<file path="config.mk">
export PLATFORM = sky130hd
export DESIGN_NAME = read_channel_axi_mb
export DESIGN_NICKNAME = d
export VERILOG_FILES = /design/src/rtl/read_channel_axi_mb.sv
export SDC_FILE = /design/constraint.sdc
export NUM_CORES = 1
export LEC_CHECK = 0
export ABC_AREA = 1
export ABC_CLOCK_PERIOD_IN_PS = 1390
export CAP_MARGIN = 20
export CORE_MARGIN = 8
export CORE_UTILIZATION = 27
export DETAILED_ROUTE_END_ITERATION = 10
export HOLD_SLACK_MARGIN = 0.12
export PLACE_DENSITY = 0.79
export SYNTH_ARGS = -nofsm -noshare
export SYNTH_HDL_FRONTEND = slang
export SYNTH_SLANG_ARGS = --single-unit
export TNS_END_PERCENT = 1
</file>
<file path="constraint.sdc">
create_clock -name clk -period 1.39 [get_ports clk]
set_input_delay 0.417 -clock clk [delete_from_list [all_inputs] [get_ports clk]]
set_output_delay 0.417 -clock clk [all_outputs]
set_load 0.01 [all_outputs]
</file>
<file path="src/rtl/read_channel_axi_mb.sv">
// read_channel_axi_mb: cache line-refill read engine over an AXI4 read channel.
// A line is fetched as NBURST bursts of 2^BURST_W beats. A burst that ends in a
// slave error or is malformed is retried up to MAX_RETRY times. When the retries
// run out, replace_err pulses for one cycle.
// Optional build macro READ_CHANNEL_AXI_PERF_EN adds two saturating counters:
// perf_refills and perf_retries.
module read_channel_axi_mb #(
  parameter int FE_ADDR_W   = 32,
  parameter int FE_DATA_W   = 32,
  parameter int WORD_OFF_W  = 3,
  parameter int BE_ADDR_W   = FE_ADDR_W,
  parameter int BE_DATA_W   = FE_DATA_W,
  parameter int AXI_ID_W    = 1,
  parameter int AXI_ID      = 0,
  parameter int MAX_BURST_W = 8,
  parameter int MAX_RETRY   = 3,
  localparam int BE_BYTE_W  = $clog2(BE_DATA_W / 8),
  localparam int LINE2MEM_W = WORD_OFF_W - $clog2(BE_DATA_W / FE_DATA_W),
  localparam int BURST_W    = (LINE2MEM_W < MAX_BURST_W) ? LINE2MEM_W : MAX_BURST_W,
  localparam int NBURST     = 2 ** (LINE2MEM_W - BURST_W),
  localparam int RADDR_W    = FE_ADDR_W - BE_BYTE_W - LINE2MEM_W,
  localparam int RA_W       = (LINE2MEM_W > 0) ? LINE2MEM_W : 1
) (
  input  logic                 clk,
  input  logic                 reset_n,
  input  logic                 replace_valid,
  input  logic [RADDR_W-1:0]   replace_addr,
  output logic                 replace,
  output logic                 replace_err,
  output logic                 read_valid,
  output logic [RA_W-1:0]      read_addr,
  output logic [BE_DATA_W-1:0] read_rdata,
  output logic [AXI_ID_W-1:0]  m_axi_arid,
  output logic [BE_ADDR_W-1:0] m_axi_araddr,
  output logic [7:0]           m_axi_arlen,
  output logic [2:0]           m_axi_arsize,
  output logic [1:0]           m_axi_arburst,
  output logic                 m_axi_arlock,
  output logic [3:0]           m_axi_arcache,
  output logic [2:0]           m_axi_arprot,
  output logic [3:0]           m_axi_arqos,
  output logic                 m_axi_arvalid,
  input  logic                 m_axi_arready,
  input  logic [AXI_ID_W-1:0]  m_axi_rid,
  input  logic [BE_DATA_W-1:0] m_axi_rdata,
  input  logic [1:0]           m_axi_rresp,
  input  logic                 m_axi_rlast,
  input  logic                 m_axi_rvalid,
  output logic                 m_axi_rready
`ifdef READ_CHANNEL_AXI_PERF_EN
  ,
  output logic [31:0]          perf_refills,
  output logic [15:0]          perf_retries
`endif
);

  localparam int BEATS = 2 ** BURST_W;
  localparam int IDX_W = (LINE2MEM_W - BURST_W > 0) ? (LINE2MEM_W - BURST_W) : 1;
  localparam int BC_W  = BURST_W + 1;
  localparam int RC_W  = $clog2(MAX_RETRY + 1);

  typedef enum logic [1:0] {IDLE = 2'd0, ADDR = 2'd1, DATA = 2'd2, END = 2'd3} state_t;

  state_t           state, state_nxt;
  logic [IDX_W-1:0] burst_idx;
  logic [BC_W-1:0]  beat_cnt;
  logic [RC_W-1:0]  retry_cnt;
  logic             err_flag;

  logic             accept;
  logic             at_max;
  logic             over;
  logic             beat_err;
  logic             last_burst;
  logic             can_retry;
  logic [RA_W-1:0]  burst_base;

  // beat_cnt is one bit wider than a burst needs. Once it reaches BEATS it marks
  // overrun beats that arrive after a missing rlast.
  assign accept     = (state == DATA) && m_axi_rvalid;
  assign at_max     = (beat_cnt == BC_W'(BEATS - 1));
  assign over       = (beat_cnt == BC_W'(BEATS));
  assign beat_err   = (m_axi_rresp != 2'b00) || (m_axi_rid != AXI_ID_W'(AXI_ID))
                   || (m_axi_rlast && !at_max) || (at_max && !m_axi_rlast);
  assign last_burst = (burst_idx == IDX_W'(NBURST - 1));
  assign can_retry  = (retry_cnt < RC_W'(MAX_RETRY));
  assign burst_base = RA_W'(RA_W'(burst_idx) << BURST_W);

  assign m_axi_arid    = AXI_ID_W'(AXI_ID);
  assign m_axi_araddr  = (BE_ADDR_W'(replace_addr) << (LINE2MEM_W + BE_BYTE_W))
                       | (BE_ADDR_W'(burst_idx) << (BURST_W + BE_BYTE_W));
  assign m_axi_arlen   = 8'(BEATS - 1);
  assign m_axi_arsize  = 3'(BE_BYTE_W);
  assign m_axi_arburst = 2'b01;
  assign m_axi_arlock  = 1'b0;
  assign m_axi_arcache = 4'b0011;
  assign m_axi_arprot  = '0;
  assign m_axi_arqos   = '0;

  assign read_valid = accept && !over;
  assign read_rdata = m_axi_rdata;

  // State register.
  always_ff @(posedge clk or negedge reset_n) begin
    if (!reset_n) state <= IDLE;
    else          state <= state_nxt;
  end

  // Next-state selection and handshake/status outputs, all decoded from state.
  always_comb begin
    state_nxt     = state;
    replace       = 1'b0;
    replace_err   = 1'b0;
    m_axi_arvalid = 1'b0;
    m_axi_rready  = 1'b0;
    case (state)
      IDLE: if (replace_valid) state_nxt = ADDR;
      ADDR: begin
        replace       = 1'b1;
        m_axi_arvalid = 1'b1;
        if (m_axi_arready) state_nxt = DATA;
      end
      DATA: begin
        replace      = 1'b1;
        m_axi_rready = 1'b1;
        if (m_axi_rvalid && m_axi_rlast) state_nxt = END;
      end
      END: begin
        replace = 1'b1;
        if (!err_flag)     state_nxt = last_burst ? IDLE : ADDR;
        else if (can_retry) state_nxt = ADDR;
        else begin
          state_nxt   = IDLE;
          replace_err = 1'b1;
        end
      end
      default: state_nxt = IDLE;
    endcase
  end

  // Burst and beat bookkeeping: burst index, beat count, retry count, sticky
  // error flag and the line RAM beat address.
  always_ff @(posedge clk or negedge reset_n) begin
    if (!reset_n) begin
      burst_idx <= '0;
      beat_cnt  <= '0;
      retry_cnt <= '0;
      err_flag  <= 1'b0;
      read_addr <= '0;
    end else begin
      case (state)
        IDLE: if (replace_valid) begin
          burst_idx <= '0;
          retry_cnt <= '0;
          err_flag  <= 1'b0;
        end
        ADDR: if (m_axi_arready) begin
          beat_cnt  <= '0;
          read_addr <= burst_base;
        end
        DATA: if (accept) begin
          if (!over) beat_cnt <= beat_cnt + BC_W'(1);
          if (beat_err) err_flag <= 1'b1;
          if ((beat_cnt < BC_W'(BEATS - 1)) && !m_axi_rlast) read_addr <= read_addr + RA_W'(1);
        end
        END: begin
          if (!err_flag) begin
            if (!last_burst) begin
              burst_idx <= burst_idx + IDX_W'(1);
              retry_cnt <= '0;
            end
          end else if (can_retry) begin
            retry_cnt <= retry_cnt + RC_W'(1);
            err_flag  <= 1'b0;
            read_addr <= burst_base;
          end
        end
        default: ;
      endcase
    end
  end

`ifdef READ_CHANNEL_AXI_PERF_EN
  logic refill_done;
  logic retry_issue;

  assign refill_done = (state == END) && ((!err_flag && last_burst) || (err_flag && !can_retry));
  assign retry_issue = (state == END) && err_flag && can_retry;

  // Saturating counts of finished refills (good or abandoned) and of retries.
  always_ff @(posedge clk or negedge reset_n) begin
    if (!reset_n) begin
      perf_refills <= '0;
      perf_retries <= '0;
    end else begin
      if (refill_done && (perf_refills != '1)) perf_refills <= perf_refills + 32'd1;
      if (retry_issue && (perf_retries != '1)) perf_retries <= perf_retries + 16'd1;
    end
  end
`else
  // No performance counters in this build.
`endif

endmodule

</file>
== Word level (Yosys, flattened, before mapping) ==
Index checks and enable logic that the tools add are counted.

* Register bits after elaboration: 13
* Logic and storage cells: 90

* Multiplexer cells: 35
* $lt $le $gt $ge: 2
* Add/sub/neg operators: 4
* Bitwise operators: 1
* Equality and inequality tests: 17
* Reductions and logical operators: 25

{| class="wikitable"
|+ Operators with widths
! kind !! number
|-
| bitwise OR 32 x 6 -> 32 bit || 1
|-
| != test 2 bit, second input constant || 8
|-
| two-way mux 3 bit || 5
|-
| two-way mux 1 bit || 14
|-
| two-way mux 2 bit || 7
|-
| two-way mux 4 bit || 3
|-
| AND reduction 4 bit || 3
|-
| one-hot mux 3 bit (3 select lines) || 1
|-
| one-hot mux 2 bit (4 select lines) || 1
|-
| one-hot mux 4 bit (2 select lines) || 1
|-
| logical AND 1 bit || 6
|-
| != test 3 bit, second input constant || 2
|-
| AND reduction 3 bit || 2
|-
| AND reduction 6 bit || 1
|-
| nonzero test 2 bit || 3
|-
| nonzero test 3 bit || 2
|-
| adder 4 x 1 -> 4 bit, second input constant || 1
|-
| equality test 2 bit, second input constant || 2
|-
| equality test 4 x 3 -> 1 bit, second input constant || 1
|-
| equality test 4 bit, second input constant || 1
|-
| less-than comparator 4 x 3 -> 1 bit, second input constant || 1
|-
| != test 2 x 1 -> 1 bit, second input constant || 2
|-
| one-hot mux 2 bit (2 select lines) || 1
|-
| adder 3 x 1 -> 3 bit, second input constant || 1
|-
| 10 further kinds || 14
|}

== Logic depth before layout (Yosys ltp) ==
* Word-level depth: 8
* Mapped depth: 9
* Depth with buffers taken out: 8

== Least setup slack after synthesis ==
No wires, ideal clock.

* Path type: register -> output
* Start point: register state[0]
* End point: output port read_valid
* Arrival: 1.029 ns
* Stages on the path, launching flop included: 6
* Slack: -0.056 ns
* Buffers on the path: 1
* Cells stage by stage: dfrtp_1 -> inv_1 -> ha_1 -> buf_6 -> nand3_1 -> inv_1

* Longest elaborated chain between the ends: 3

{| class="wikitable"
|+ Ends and longest elaborated chain
! item !! line !! RTL
|-
| start: declaration || 64 || <nowiki>state_t state, state_nxt;</nowiki>
|-
| start signal: assignment || 106 || <nowiki>else state <= state_nxt;</nowiki>
|-
| equality test 2 bit || 80 || <nowiki>assign accept = (state == DATA) && m_axi_rvalid;</nowiki>
|-
| logical AND 1 bit || 80 ||
|-
| logical AND 1 bit || 100 || <nowiki>assign read_valid = accept && !over;</nowiki>
|-
| end: declaration || 30 || <nowiki>output logic read_valid,</nowiki>
|}

Every way passes these cells.

== Worst setup path in the final report ==
* Start point: register state[0]
* End point: output port replace_err

* Longest elaborated chain between the ends: 2

{| class="wikitable"
|+ Ends and longest elaborated chain
! item !! line !! RTL
|-
| equality test 2 bit || 116 || <nowiki>case (state)</nowiki>
|-
| two-way mux 1 bit || 116 ||
|-
| end: declaration || 29 || <nowiki>output logic replace_err,</nowiki>
|}

Every way passes these cells.

==> summary.txt <==
=====================================================================================================
Setup WS pre-CTS                                                                              -612 ps
1st-iter DRT viols                                                                                 26
Fillers                                                                                           652
Routed Antenna Nets                                                                                 0
Worst supply voltage drop on vdd                                                             0.761 mV
All-layer global routing usage                                                                  6.93%
Clock Tree Root                                                                          sky130_fd_sc_hd__clkbuf_8
Final setup violation count                                                                        12
DIE HEIGHT                                                                                    93.8 um
Crit end category                                                                         output port
Launch point of the critical path                                                            state[0]
Depth of the worst register-to-register path                                                       11
Post-route DRC violation count                                                                      0
Cts-stage hold buffer count                                                                         0
Period utilisation layout                                                                        117%
Worst-path maximum fanout                                                                           3
Overflow left after global routing                                                                  0
Buffer levels on the longest clock path                                                             2
Minimum period implied by the final worst setup slack                                         1620 ps
Final design utilization                                                                        28.2%
Sequential-to-total area share from yosys stat                                                  18.4%
Total number of yosys warnings                                                                      0
Worst clock skew on the final layout                                                          3.84 ps
Antenna fix cells                                                                                   0
Core outline area                                                                           5890 um^2
Sum of negative setup slack                                                                  -1280 ps
HPWL after DPL                                                                                2360 um
Final GP Congestion                                                                             0.798
Clock tree from TritonCTS                                                                        done
Final non-filler cell area                                                                  1660 um^2
Final hold violation count                                                                          0
Ratio of cells with drive above 1 in the final layout                                           37.6%
Detailed-route vias per instance                                                                 3.78
Finished Layout Cells                                                                             280
Share of synthesized flip-flops with an asynchronous set or reset                                100%
Simple-Gate Fraction of Synth Area                                                              25.3%
Count of H-tree levels built during CTS                                                             1
First-pass GRT wire length                                                                    5070 um
Final worst setup slack                                                                       -232 ps
Crit path launch type                                                                       flip-flop
Data arrival time at the worst-slack endpoint                                                 1200 ps
Count of mapped cells out of synthesis                                                            217
Fraction of synthesized area in multiplexers                                                       0%
WL per Instance                                                                               10.7 um
Capturing point of the worst reg2reg path                                                    err_flag
Number of antenna violations at the first check in global routing                                   0
Total power of the final layout                                                               2.78 mW
Violations in the final reports                                                          negative setup slack
Maximum number of pins on one net before global-route repair                                       13
PD cells                                                                                 1670 nW/um^2
Count of standard-cell rows                                                                        28
Worst hold-check slack                                                                         496 ps
Clock Sink Count                                                                                   12
Register clock-pin slew on the reported worst setup and hold paths                              50 ps
Area used by multi-input combinational logic                                                 753 um^2
Initial Utilization                                                                             27.8%
Count of state elements after synthesis                                                            12
Worst endpoint required time                                                                   970 ps
I/O pin count                                                                                     166
Number of iterations in the first detailed-routing pass                                             4
Area added between synthesis and finish                                                         1.61%
Count of buffers inserted at the top-level ports                                                   16
Total placed cells including tap cells                                                            269
Result of the run                                                                        finished with violations
Sequential standard cell area                                                                300 um^2
Dominant combinational cell family by area after synthesis                               buffers and inverters
Mean post-synth cell area                                                                   7.54 um^2
Cell area reported after detailed placement                                                 1500 um^2
Count of nets after finishing                                                                     283
Max-cap violations                                                                                  0
Reg-to-reg setup timing slack                                                                 -110 ps
Vias post-DR                                                                                     1058
Post-detailed-routing wire length                                                             2990 um
Later-pin clock latency in the skew report                                                     240 ps
Fmax achieved                                                                                 617 MHz
Number of distinct library cells after synthesis                                                   28
Clock buffer count from CTS                                                                         3
Worst R2R Start                                                                              state[1]
Synth Cell Area                                                                             1640 um^2
Leakage power summed over all cells                                                          0.901 nW
Post-synthesis share of cell area spent on full adders, half adders and majority gates          6.12%
Crit Path Class                                                                               reg2out
Top FF cell, synth                                                                       sky130_fd_sc_hd__dfrtp_1
Hold Crit Class                                                                              in2async
Synth Area in Compound Gates                                                                    2.52%
Setup repair after global routing missed its margin                                               yes
Parity-gate share of the synthesized area counting xor and xnor cells                          0.536%
Final max-slew violation count                                                                      0
Via count of the first global-routing pass                                                       1194
Total Die Area                                                                              8800 um^2
Number of flops mapped to enable cells by yosys                                                     0
Die width                                                                                     93.8 um
=====================================================================================================
cell type report:
type	instances	area share [%]
multi-input cells	124	45.3
inverters	19	4.59
well taps	75	5.65
clock buffers	3	2.48
repair buffers	47	23.9
flip-flops and latches	12	18.1
state kept, by name, indices dropped and copies added (netlist names):
register	count
retry_cnt	2
beat_cnt	4
read_addr	3
state	2
err_flag	1
worst max path at each step:
| stage | end | slack (ps) | cells after the start |
|---|---|---|---|
| floorplan | read_valid | 40 | 5 |
| global placement | read_valid | -570 | 4 |
| detailed placement | read_valid | -610 | 4 |
| CTS | replace_err | -220 | 6 |
| global route | replace_err | -270 | 6 |
| finish | replace_err | -230 | 6 |
repair_timing:
action / in CTS / in global routing
endpoints found under the hold margin: 0 / 0
pin swaps: 8 / 2
endpoints found under the setup margin: 20 / 17
resized for setup: 42 / 8
buffers inserted: 6 / 2
Yosys cell counts (2+ instances only):
| library cell | count | share of area, % |
|---|---|---|
| sky130_fd_sc_hd__ha_1 | 8 | 6.1 |
| sky130_fd_sc_hd__o21ai_1 | 5 | 1.5 |
| sky130_fd_sc_hd__buf_4 | 90 | 41 |
| sky130_fd_sc_hd__nor2_4 | 3 | 2.1 |
| sky130_fd_sc_hd__nor2_2 | 2 | 0.76 |
| sky130_fd_sc_hd__nand2_1 | 41 | 9.4 |
| sky130_fd_sc_hd__inv_1 | 17 | 3.9 |
| sky130_fd_sc_hd__conb_1 | 2 | 0.46 |
| sky130_fd_sc_hd__dfrtp_1 | 12 | 18 |
| sky130_fd_sc_hd__or2_2 | 2 | 0.76 |
| sky130_fd_sc_hd__nand3_1 | 8 | 2.4 |
| sky130_fd_sc_hd__nand2_2 | 4 | 1.5 |
| sky130_fd_sc_hd__nor2_1 | 8 | 1.8 |
layout by cell type (no fill, tap or decap):
cell type / count
sky130_fd_sc_hd__clkbuf_8: 3
sky130_fd_sc_hd__a21oi_2: 1
sky130_fd_sc_hd__buf_2: 2
sky130_fd_sc_hd__clkdlybuf4s50_1: 7
sky130_fd_sc_hd__dlymetal6s2s_1: 1
sky130_fd_sc_hd__buf_6: 4
sky130_fd_sc_hd__nand3b_1: 1
sky130_fd_sc_hd__or2_2: 2
sky130_fd_sc_hd__nand2_1: 35
sky130_fd_sc_hd__nand3_1: 7
sky130_fd_sc_hd__nand2_2: 8
sky130_fd_sc_hd__nor2_1: 8
sky130_fd_sc_hd__inv_2: 6
sky130_fd_sc_hd__ha_2: 3
sky130_fd_sc_hd__inv_1: 12
sky130_fd_sc_hd__nor2_2: 1
sky130_fd_sc_hd__ha_1: 3
sky130_fd_sc_hd__nor3_2: 2
sky130_fd_sc_hd__nand4_1: 1
sky130_fd_sc_hd__dlygate4sd2_1: 3
sky130_fd_sc_hd__dfrtp_1: 12
sky130_fd_sc_hd__nand2_4: 3
sky130_fd_sc_hd__nand3b_4: 1
sky130_fd_sc_hd__o211ai_1: 1
sky130_fd_sc_hd__ha_4: 2
sky130_fd_sc_hd__inv_6: 1
sky130_fd_sc_hd__nor2_4: 4
sky130_fd_sc_hd__xnor2_1: 1
sky130_fd_sc_hd__buf_8: 1
sky130_fd_sc_hd__buf_4: 29
sky130_fd_sc_hd__nand2_8: 1
sky130_fd_sc_hd__nor3_4: 1
sky130_fd_sc_hd__conb_1: 31
sky130_fd_sc_hd__o21ai_1: 5
sky130_fd_sc_hd__nand3_2: 2
power by group:
part	total [mW]	switching [mW]	internal (mW)
clock	0.313	0.123	0.191
sequential	0.540	0.0805	0.460
combinational	1.92	1.00	0.923
total	2.78	1.20	1.57
routing by layer:
metal,vias to the layer above,wire (um),track usage [%]
met5,-,0,0
met4,0,53,4.49
met3,14,233,2.16
met2,33,1620,12.8
met1,495,1090,6.39
li1,516,-,-
critical path: stages (launching register included):
cell                      delay [ps]
sky130_fd_sc_hd__dfrtp_1         410
sky130_fd_sc_hd__ha_2            210
sky130_fd_sc_hd__nand2_2          70
sky130_fd_sc_hd__inv_2            40
sky130_fd_sc_hd__nand2_2          60
sky130_fd_sc_hd__inv_1            40
sky130_fd_sc_hd__buf_2           130
cell families (layout without fill, tap and decap cells):
kind of cell / after synthesis / in the layout
other: 2 / 31
AO/OA/AOI/OAI: 7 / 7
flip-flops: 12 / 12
adder cells (fa/ha/maj): 8 / 8
XOR/XNOR: 1 / 1
buffers and inverters: 110 / 69
AND/OR/NAND/NOR: 77 / 77
No activity file was read; power rests on OpenSTA's default activity.
